==> src/rtl/composite_pkg.sv <==
// Shared widths, types, state encoding and saturation helper for the composite level clamp.
// Pure declarations: no logic, no latency.
package composite_pkg;

  localparam int DATA_W_DEF = 12;
  localparam int OUT_W_DEF  = 13;

  typedef logic [11:0]        adc_sample_t;
  typedef logic signed [12:0] pix_signed_t;

  typedef enum logic [1:0] {
    IDLE,
    PORCH_WAIT,
    ACCUM,
    DONE
  } clamp_state_t;

  // Clamp a signed value to the range of a width-bit two's complement number.
  function automatic logic signed [31:0] sat_signed(input logic signed [31:0] value,
                                                    input int                 width);
    logic signed [31:0] hi;
    logic signed [31:0] lo;
    hi = (32'sd1 <<< (width - 1)) - 32'sd1;
    lo = -(32'sd1 <<< (width - 1));
    if (value > hi) begin
      return hi;
    end else if (value < lo) begin
      return lo;
    end
    return value;
  endfunction

endpackage

==> src/rtl/composite_level_clamp_level_iir.sv <==
// Single-pole IIR level estimator: est += (meas - est) >>> SHIFT on each load strobe.
// Updated estimate is visible the cycle after load; no backpressure.
module level_iir #(
  parameter int W         = 12,
  parameter int SHIFT     = 2,
  parameter int RESET_VAL = 0
) (
  input  logic         clk,
  input  logic         rst_n,
  input  logic         load,
  input  logic [W-1:0] meas,
  output logic [W-1:0] est
);

  logic signed [W:0] diff;
  logic signed [W:0] step;

  // The step lies between 0 and diff, so est + step never leaves [0, 2**W-1].
  assign diff = $signed({1'b0, meas}) - $signed({1'b0, est});
  assign step = diff >>> SHIFT;

  always_ff @(posedge clk or negedge rst_n) begin
    if (!rst_n) begin
      est <= W'(RESET_VAL);
    end else if (load) begin
      est <= W'($signed({1'b0, est}) + step);
    end
  end

endmodule

==> src/rtl/composite_level_clamp.sv <==
// Black-level clamp: tracks sync tip and back-porch black per line, emits gain-scaled saturated pixels.
// Pixel latency 2 clk after sample_valid; no backpressure, one sample per strobe.
module composite_level_clamp
  import composite_pkg::*;
#(
  parameter int DATA_W      = DATA_W_DEF,
  parameter int OUT_W       = OUT_W_DEF,
  parameter int GAIN_SHIFT  = 1,
  parameter int BLACK_CODE  = -1024,
  parameter int BP_START    = 40,
  parameter int BP_LEN_LOG2 = 5,
  parameter int IIR_SHIFT   = 2,
  parameter int BLACK_INIT  = 512
) (
  input  logic                    clk,
  input  logic                    rst_n,
  input  logic                    sample_valid,
  input  logic [DATA_W-1:0]       adc_data,
  input  logic                    adc_otr,
  input  logic                    h_sync_pulse,
  output logic signed [OUT_W-1:0] pixel_out,
  output logic                    pixel_valid,
  output logic [DATA_W-1:0]       sync_floor,
  output logic [DATA_W-1:0]       black_level,
  output logic                    levels_valid,
  output logic                    otr_seen
);

  localparam int SAT_W = OUT_W - 1;
  localparam int IDX_W = $clog2(BP_START + 1) + 1;
  localparam int ACC_W = DATA_W + BP_LEN_LOG2;
  localparam logic [DATA_W-1:0]      ALL_ONES = '1;
  localparam logic [IDX_W-1:0]       IDX_MAX  = '1;
  localparam logic [IDX_W-1:0]       IDX_LAST = IDX_W'(BP_START - 1);
  localparam logic [BP_LEN_LOG2-1:0] CNT_LAST = '1;
  localparam logic signed [OUT_W+2:0] BLACK_V = (OUT_W+3)'(BLACK_CODE);
  localparam logic signed [OUT_W-1:0] PIX_MAX = OUT_W'((2 ** (SAT_W - 1)) - 1);

  clamp_state_t            state, state_nxt, cur_state;
  logic [IDX_W-1:0]        idx, idx_nxt, cur_idx;
  logic [BP_LEN_LOG2-1:0]  cnt, cnt_nxt, cur_cnt;
  logic [ACC_W-1:0]        acc, acc_nxt, cur_acc, acc_sum;
  logic                    black_load;
  logic [DATA_W-1:0]       black_meas;
  logic                    sync_load;
  logic [DATA_W-1:0]       line_min;
  logic                    line_otr;
  logic [1:0]              done_cnt;
  logic                    sample_ok;

  logic                    s1_vld;
  logic                    s1_otr;
  logic [DATA_W-1:0]       s1_dat;
  logic signed [DATA_W:0]  diff;
  logic signed [OUT_W+2:0] diff_ext;
  logic signed [OUT_W+2:0] scaled;
  logic signed [OUT_W-1:0] pix_nxt;

  assign sample_ok = sample_valid & ~adc_otr;

  // A line start takes effect first, so a coincident sample is index 0 of the new line.
  always_comb begin
    cur_state = state;
    cur_idx   = idx;
    cur_cnt   = cnt;
    cur_acc   = acc;
    if (h_sync_pulse) begin
      cur_state = PORCH_WAIT;
      cur_idx   = '0;
      cur_cnt   = '0;
      cur_acc   = '0;
    end
    state_nxt  = cur_state;
    idx_nxt    = cur_idx;
    cnt_nxt    = cur_cnt;
    acc_nxt    = cur_acc;
    acc_sum    = cur_acc + ACC_W'(adc_data);
    black_load = 1'b0;
    if (sample_valid) begin
      case (cur_state)
        PORCH_WAIT: begin
          if (cur_idx != IDX_MAX) idx_nxt = cur_idx + 1'b1;
          if (cur_idx == IDX_LAST) state_nxt = ACCUM;
        end
        ACCUM: begin
          if (!adc_otr) begin
            if (cur_cnt == CNT_LAST) begin
              black_load = 1'b1;
              state_nxt  = DONE;
              acc_nxt    = '0;
              cnt_nxt    = '0;
            end else begin
              acc_nxt = acc_sum;
              cnt_nxt = cur_cnt + 1'b1;
            end
          end
        end
        default: ;
      endcase
    end
  end

  assign black_meas = DATA_W'(acc_sum >> BP_LEN_LOG2);
  assign sync_load  = h_sync_pulse && (line_min != ALL_ONES);

  always_ff @(posedge clk or negedge rst_n) begin
    if (!rst_n) begin
      state <= IDLE;
      idx   <= '0;
      cnt   <= '0;
      acc   <= '0;
    end else begin
      state <= state_nxt;
      idx   <= idx_nxt;
      cnt   <= cnt_nxt;
      acc   <= acc_nxt;
    end
  end

  always_ff @(posedge clk or negedge rst_n) begin
    if (!rst_n) begin
      line_min <= ALL_ONES;
      line_otr <= 1'b0;
      otr_seen <= 1'b0;
    end else if (h_sync_pulse) begin
      line_min <= sample_ok ? adc_data : ALL_ONES;
      line_otr <= sample_valid & adc_otr;
      otr_seen <= line_otr;
    end else begin
      if (sample_ok && (adc_data < line_min)) line_min <= adc_data;
      if (sample_valid && adc_otr) line_otr <= 1'b1;
    end
  end

  always_ff @(posedge clk or negedge rst_n) begin
    if (!rst_n) begin
      done_cnt     <= '0;
      levels_valid <= 1'b0;
    end else if (black_load && !levels_valid) begin
      done_cnt <= done_cnt + 1'b1;
      if (done_cnt == 2'd3) levels_valid <= 1'b1;
    end
  end

  level_iir #(.W(DATA_W), .SHIFT(IIR_SHIFT), .RESET_VAL(0)) u_sync_iir (
    .clk   (clk),
    .rst_n (rst_n),
    .load  (sync_load),
    .meas  (line_min),
    .est   (sync_floor)
  );

  level_iir #(.W(DATA_W), .SHIFT(IIR_SHIFT), .RESET_VAL(BLACK_INIT)) u_black_iir (
    .clk   (clk),
    .rst_n (rst_n),
    .load  (black_load),
    .meas  (black_meas),
    .est   (black_level)
  );

  always_ff @(posedge clk or negedge rst_n) begin
    if (!rst_n) begin
      s1_vld <= 1'b0;
      s1_otr <= 1'b0;
      s1_dat <= '0;
    end else begin
      s1_vld <= sample_valid;
      if (sample_valid) begin
        s1_otr <= adc_otr;
        s1_dat <= adc_data;
      end
    end
  end

  always_comb begin
    diff     = $signed({1'b0, s1_dat}) - $signed({1'b0, black_level});
    diff_ext = (OUT_W+3)'(diff);
    scaled   = (diff_ext <<< GAIN_SHIFT) + BLACK_V;
    pix_nxt  = s1_otr ? PIX_MAX : OUT_W'(sat_signed(32'(scaled), SAT_W));
  end

  always_ff @(posedge clk or negedge rst_n) begin
    if (!rst_n) begin
      pixel_out   <= '0;
      pixel_valid <= 1'b0;
    end else begin
      pixel_valid <= s1_vld;
      if (s1_vld) pixel_out <= pix_nxt;
    end
  end

endmodule

==> config.mk <==
export PLATFORM = sky130hd
export DESIGN_NAME = composite_level_clamp
export DESIGN_NICKNAME = d
export VERILOG_FILES = /design/src/rtl/composite_pkg.sv /design/src/rtl/composite_level_clamp_level_iir.sv /design/src/rtl/composite_level_clamp.sv
export SDC_FILE = /design/constraint.sdc
export NUM_CORES = 1
export LEC_CHECK = 0
export CORE_AREA = 2 2 117 119
export DETAILED_ROUTE_END_ITERATION = 8
export DIE_AREA = 0 0 119 121
export PLACE_DENSITY_LB_ADDON = 0.08
export SLEW_MARGIN = 15
export SYNTH_ARGS = -nofsm -noshare
export SYNTH_HDL_FRONTEND = slang
export SYNTH_HIERARCHICAL = 1
export SYNTH_SLANG_ARGS = --single-unit
==> constraint.sdc <==
create_clock -name clk -period 6.1 [get_ports clk]
set_clock_uncertainty 0.2 [all_clocks]
set_input_delay 1.525 -clock clk [delete_from_list [all_inputs] [get_ports clk]]
set_output_delay 1.525 -clock clk [all_outputs]
set_load 0.03 [all_outputs]
==> results by group, run 1 <==
Yosys
  – Synth async-reset ratio: 1.00
  – Syn_nets: 931
  – Post-synth top area cell: dfrtp_1
  – Ranking of synthesized cells by area: dfrtp_1 (28%), ha_1 (14%), dfstp_2 (4.4%)
  – Most used flip-flop cell after synthesis: dfrtp_1
  – #FFs+latches synth: 100
  – Post-synth EDFFs: 0
  – Gate Count Post-Synth: 823
  – Proportion of netlist area held by the largest area contributor: 0.283
  – Average size of a mapped cell: 9.34 sq um
  – Sequential element share of the synthesized area: 0.328
  – Post-synthesis cell type count: 79
  – Ys Warns: 6
  – Synthesized area: 7690 sq um

STA
  – Fin crit share: 0.983
  – Max Freq: 0.167 GHz
  – Hold slack: 0.282 ns
  – Max Slew Vio Count: 0
  – Hold Vio Cnt, Final: 0
  – Final critical-path required period: 5.99 ns
  – Tightest Pin Transition: 1.07 ns
  – Final setup margin: 0.106 ns
  – Max-slew headroom: 0.279
  – Unrepaired setup endpoints after global routing: yes
  – # setup viols final: 0
  – Final setup TNS: 0 ns

Worst setup path
  – CP Class: input port to register
  – RR Startpoint: acc[0]$_DFF_PN0_
  – CP arrival: 6.07 ns
  – Setup crit end kind: register
  – Crit path from: h_sync_pulse
  – CP max FO: 6
  – CP required: 6.17 ns
  – Crit start category: input port

Routing
  – Initial DRC count: 401
  – Antenna Nets Post-Route: 0
  – Drt first pass iters: 7
  – Vias: 6767
  – Drt via density: 5.86
  – Routed WL per cell: 16.8 microns
  – Total Routed Length: 19.4 mm
  – Residual DRC count: 0

Final layout
  – Register Area: 2520 sq um
  – Syn-to-layout area delta: 25.9%
  – Fillcell total: 957
  – Layout cell share with drive strength beyond 1: 0.220
  – Core Util, Final: 0.740
  – Multi-input logic area: 5020 sq um
  – N_diodes: 0
  – # nets final: 1081

GRT
  – First-pass GRT wire length: 32.4 mm
  – Global Route Usage Sum: 0.280
  – Met2 usage: 0.503
  – Vias in the first global route: 6881
  – Antenna violations before repair: 0
  – GRT Max-Usage Layer: met2
  – Pin count of the biggest net entering global routing: 72
  – M3 GR Usage: 0.0329
  – GR Util met1: 0.345
  – Congestion Overflow GR: 0

Floorplan
  – Die area: 14400 sq um
  – Initial Util: 0.587
  – Die H: 121 microns
  – Row Count: 42
  – I/O Pins: 57
  – Die Wd: 119 microns
  – Core area: 13100 sq um

Power and ir drop
  – Static Leakage: 4.84 nW
  – Peak supply drop: 0.193 mV
  – Power Dens Cells: 336 nW/um^2
  – Tot Pwr: 3.25 mW

Placed design
  – Port Buf Inserts: 56
  – Placement Setup Slack: -0.839 ns
  – DP Wirelength: 14.5 mm
  – RD Place Congestion: 0.939

Clocking
  – Later-pin clock latency in the skew report: 0.36 ns
  – Max clock buf depth: 2
  – Clk root buf: clkbuf_16
  – Clk slew on worst S/H paths: 0.07 ns
  – Htree depth: 3
  – TritonCTS Buffers: 9
  – CTS sink count: 100
  – CTS tree: built
  – Cts hold-fix bufs: 0

Job
  – Max-Cap Viols: 0

Worst hold path
  – HP Start: done_cnt[0]$_DFFE_PN0P_
  – Worst Hold Class: register to register

Outcome
  – Status: finished clean
## cell type report
| class | count | area share |
|---|---|---|
| tap | 176 | 0.0228 |
| clock buffer | 10 | 0.0237 |
| clock inverter | 6 | 0.00685 |
| inverter | 71 | 0.0275 |
| timing repair buffer | 159 | 0.140 |
| sequential | 100 | 0.260 |
| multi-input combinational | 632 | 0.519 |
## report_power, final
group | internal [mW] | total [mW] | switching (mW)
Sequential | 0.760 | 0.836 | 0.0754
Combinational | 0.814 | 1.84 | 1.02
Clock | 0.318 | 0.582 | 0.263
## cells in the final DEF (no fill, tap or decap), types with 6 or more instances in the layout
master / netlist / routed
a211oi_1: 6 / 6
a21o_1: 33 / 33
a21oi_1: 44 / 39
a22o_1: 10 / 10
a31oi_1: 7 / 7
and3_1: 7 / 6
buf_4: 2 / 101
clkbuf_16: 0 / 9
clkdlybuf4s50_1: 0 / 47
dfrtp_1: 87 / 87
dfstp_2: 13 / 13
ha_1: 87 / 81
inv_1: 71 / 69
mux2_2: 20 / 20
mux2i_1: 8 / 8
nand2_1: 49 / 48
nand2b_1: 6 / 6
nand3_1: 23 / 23
nand4_1: 10 / 10
nor2_1: 53 / 51
nor2b_1: 27 / 23
nor3_1: 10 / 10
o21a_1: 11 / 11
o21ai_0: 48 / 47
o22a_1: 12 / 12
or2_2: 7 / 6
or3_1: 7 / 7
xnor2_1: 30 / 28
xor2_1: 26 / 25
## layer usage
metal / vias up / routed length, microns
met2: 159 / 9980
met3: 34 / 686
met4: 0 / 513
li1: 3288 / -
met1: 3286 / 8220
met5: - / 0
## state kept, by name, summed over array words and instances, names as in the netlist
name,count
cnt,5
s1_vld,1
u_sync_iir/est,12
otr_seen,1
idx,7
s1_dat,12
line_min,12
s1_otr,1
pixel_valid,1
levels_valid,1
line_otr,1
acc,17
state,2
pixel_out,13
done_cnt,2
u_black_iir/est,12
## repair_timing
item | CTS | global route
setup endpoints to repair | 5 | 5
buffers inserted | 4 | 4
pin swaps | 16 | 25
gates resized for setup | 18 | 31
gates cloned | 1 | 0
## worst paths after layout
check                                             endpoint  slack (ns)  cells past startpoint
setup / recovery           u_black_iir/est[11]$_DFFE_PN0P_        0.11                     23
hold / removal                     done_cnt[0]$_DFFE_PN0P_        0.28                      1
setup reg to reg           u_black_iir/est[11]$_DFFE_PN0P_        0.93                     23
hold reg to reg                    done_cnt[0]$_DFFE_PN0P_        0.28                      1
max in group asynchronous          line_min[8]$_DFFE_PN1P_        3.57                      2
min in group asynchronous        pixel_out[12]$_DFFE_PN0P_        1.10                      1
## through the flow
| step | cells | cell area [sq um] |
|---|---|---|
| after floorplan | 823 | 7770 |
| after global placement | 1129 | 9140 |
| after detailed placement | 1129 | 9140 |
| after CTS | 1150 | 9510 |
| after global routing | 1154 | 9680 |
| final | 1154 | 9680 |
## synth_stat cells (11+ instances only)
master / number
dfrtp_1: 87
ha_1: 87
inv_1: 71
nor2_1: 53
nand2_1: 49
o21ai_0: 48
a21oi_1: 44
a21o_1: 33
xnor2_1: 30
nor2b_1: 27
xor2_1: 26
nand3_1: 23
mux2_2: 20
clkbuf_1: 17
dfstp_2: 13
o22a_1: 12
o21a_1: 11
## worst max-delay path, stage by stage
cell	delay (ns)
buf_12	0.11
buf_8	0.13
nor2b_4	0.13
ha_4	0.21
nor2b_4	0.13
o21ai_2	0.16
a21oi_2	0.09
o41a_1	0.37
a2111o_1	0.45
o21a_1	0.15
xor2_1	0.15
ha_1	0.31
and3_4	0.15
a221o_2	0.43
xor2_1	0.19
ha_2	0.19
a2111oi_4	0.18
o31a_1	0.24
nor2_2	0.07
a21o_1	0.20
or2_4	0.22
mux2i_1	0.16
xnor2_1	0.14
## cells by family (layout without fill, tap and decap cells)
group | Yosys count | count (layout) | share of synthesized area
xor gates and xnor gates | 57 | 57 | 0.0659
adders and majority gates | 91 | 91 | 0.152
AOI/OAI and AO/OA | 233 | 233 | 0.221
muxes | 28 | 28 | 0.0397
buffers and inverters | 91 | 246 | 0.0456
and+or+nand+nor | 223 | 223 | 0.148
DFF | 100 | 100 | 0.328
No activity file was read; power rests on OpenSTA's default activity.
==> run 2: changes to the inputs <==
CORE_AREA = 2 2 112 114   (was 2 2 117 119)
DIE_AREA = 0 0 114 116   (was 0 0 119 121)
clock period = 7 ns   (was 6.1 ns; I/O delays follow)
==> results by group, run 2 (same netlist as run 1, synthesis figures left out) <==
Worst setup path
  – Setup slack, reg-to-reg: 1.68 ns
  – CP Class: input port to register
  – Setup crit end kind: register
  – Endpoint of the worst register-to-register path: u_black_iir/est[11]$_DFFE_PN0P_
  – CP required: 7.07 ns
  – CP max FO: 4
  – RR Startpoint: acc[0]$_DFF_PN0_
  – CP arrival: 6.78 ns
  – Crit start category: input port
  – Crit path from: adc_data[0]
  – FF-to-FF path depth: 23

Placed design
  – DP Wirelength: 14.1 mm
  – Cell Area, Placed: 8780 sq um
  – RD Place Congestion: 0.909
  – Port Buf Inserts: 56
  – Cells after DPL: 1064

STA
  – Hold Vio Cnt, Final: 0
  – Tightest Pin Transition: 1.06 ns
  – Hold slack: 0.284 ns
  – Max-slew headroom: 0.291
  – Final critical-path required period: 6.70 ns
  – # setup viols final: 0
  – Final setup TNS: 0 ns
  – Max Freq: 0.149 GHz
  – Unrepaired setup endpoints after global routing: no
  – Max Slew Vio Count: 0
  – Fin crit share: 0.958

Routing
  – Initial DRC count: 360
  – Residual DRC count: 0
  – Total Routed Length: 18.4 mm
  – Routed WL per cell: 17.0 microns
  – Drt first pass iters: 5
  – Vias: 6541
  – Antenna Nets Post-Route: 0
  – Drt via density: 6.05

GRT
  – First-pass GRT wire length: 30.8 mm
  – Congestion Overflow GR: 0
  – Vias in the first global route: 6599
  – Global Route Usage Sum: 0.291
  – Pin count of the biggest net entering global routing: 79
  – Antenna violations before repair: 0

Floorplan
  – Die Wd: 114 microns
  – Die H: 116 microns
  – I/O Pins: 57
  – Initial Util: 0.645
  – Row Count: 40
  – Die area: 13200 sq um
  – Core area: 11900 sq um

Clocking
  – CTS tree: built
  – TritonCTS Buffers: 9
  – Htree depth: 3
  – CTS sink count: 100
  – Max clock buf depth: 2
  – Later-pin clock latency in the skew report: 0.35 ns
  – Clk root buf: clkbuf_16
  – Cts hold-fix bufs: 0
  – Clk slew on worst S/H paths: 0.07 ns

Worst hold path
  – WHS Path Cells: 1
  – Worst Hold Class: register to register
  – HP Start: done_cnt[0]$_DFFE_PN0P_
  – Hold path endpoint: done_cnt[0]$_DFFE_PN0P_

Power and ir drop
  – Static Leakage: 4.56 nW
  – Power Dens Cells: 314 nW/um^2
  – Peak supply drop: 0.187 mV

Final layout
  – Max FFs per register: 17
  – Syn-to-layout area delta: 18.8%
  – Final instance area: 9130 sq um
  – Commonest non-fill, non-tap cells in the layout: ha_1 (87), dfrtp_1 (87), inv_1 (71), buf_4 (60), clkdlybuf4s50_1 (54)
  – Core Util, Final: 0.766
  – Largest registers: acc (17), pixel_out (13)
  – Largest register by flop count: acc
  – # nets final: 1037
  – Fillcell total: 836
  – Non-filler cells, final: 1081
  – N_diodes: 0
  – Layout cell share with drive strength beyond 1: 0.153

Outcome
  – Status: finished clean

Job
  – Max-Cap Viols: 0
==> run 2: layout make-up <==
type                            count  area, sq um  area share
Clock buffer                       12          246      0.0270
Clock inverter                      4         72.6     0.00795
Timing Repair Buffer              115         1000       0.110
Sequential cell                   100         2520       0.276
Tap cell                          147          184      0.0201
Multi-Input combinational cell    632         4840       0.530
Inverter                           71          267      0.0292
==> run 2: critical path: stages <==
cell             delay, ns
clkdlybuf4s50_1       0.52
ha_1                  0.20
inv_1                 0.06
fa_1                  0.39
nor2b_2               0.16
o21ai_2               0.08
a21oi_2               0.19
o41a_1                0.22
buf_4                 0.13
xor2_1                0.21
ha_1                  0.28
o21ai_0               0.11
nand2b_1              0.11
o311a_4               0.16
a221o_1               0.38
xor2_1                0.16
ha_1                  0.22
a2111oi_2             0.36
o31a_1                0.23
nor2_1                0.08
a21o_1                0.18
or2_2                 0.27
mux2i_1               0.18
xnor2_1               0.15
==> run 2: worst max-delay path by stage <==
stage	end	slack (ns)	depth (start not counted)
6_report	u_black_iir/est[11]$_DFFE_PN0P_	0.30	24
5_1_grt	u_black_iir/est[11]$_DFFE_PN0P_	0.04	23
4_1_cts	u_black_iir/est[11]$_DFFE_PN0P_	0.005	25
3_5_place_dp	u_black_iir/est[11]$_DFFE_PN0P_	-0.39	24
3_3_place_gp	u_black_iir/est[11]$_DFFE_PN0P_	-0.13	24
2_1_floorplan	u_black_iir/est[11]$_DFFE_PN0P_	0.03	23
==> run 2: power by group <==
| part | switching (mW) | internal, mW |
|---|---|---|
| Sequential | 0.0663 | 0.663 |
| Combinational | 0.893 | 0.702 |
| Clock | 0.218 | 0.323 |
| Total | 1.18 | 1.69 |
==> run 2: metrics by stage <==
step | total power [mW] | setup WS [ns]
4_1_cts | 2.86 | 0.00459
3_3_place_gp | 2.23 | -0.125
6_report | 2.87 | 0.295
2_1_floorplan | 1.92 | 0.0350
5_1_grt | 3.06 | 0.0355
3_5_place_dp | 2.31 | -0.390
==> run 2: repair_timing <==
item	in CTS	in global routing
gates resized for setup	2	5
pin swaps	0	0
buffers inserted	0	1
setup endpoints to repair	1	4
==> run 2: routing by layer <==
layer  routed length [microns]  part of all wire  track usage
met5                         0                 0            0
met4                       592             0.032        0.125
met3                       643             0.035       0.0387
met2                      9390              0.51        0.515
met1                      7800              0.42        0.358
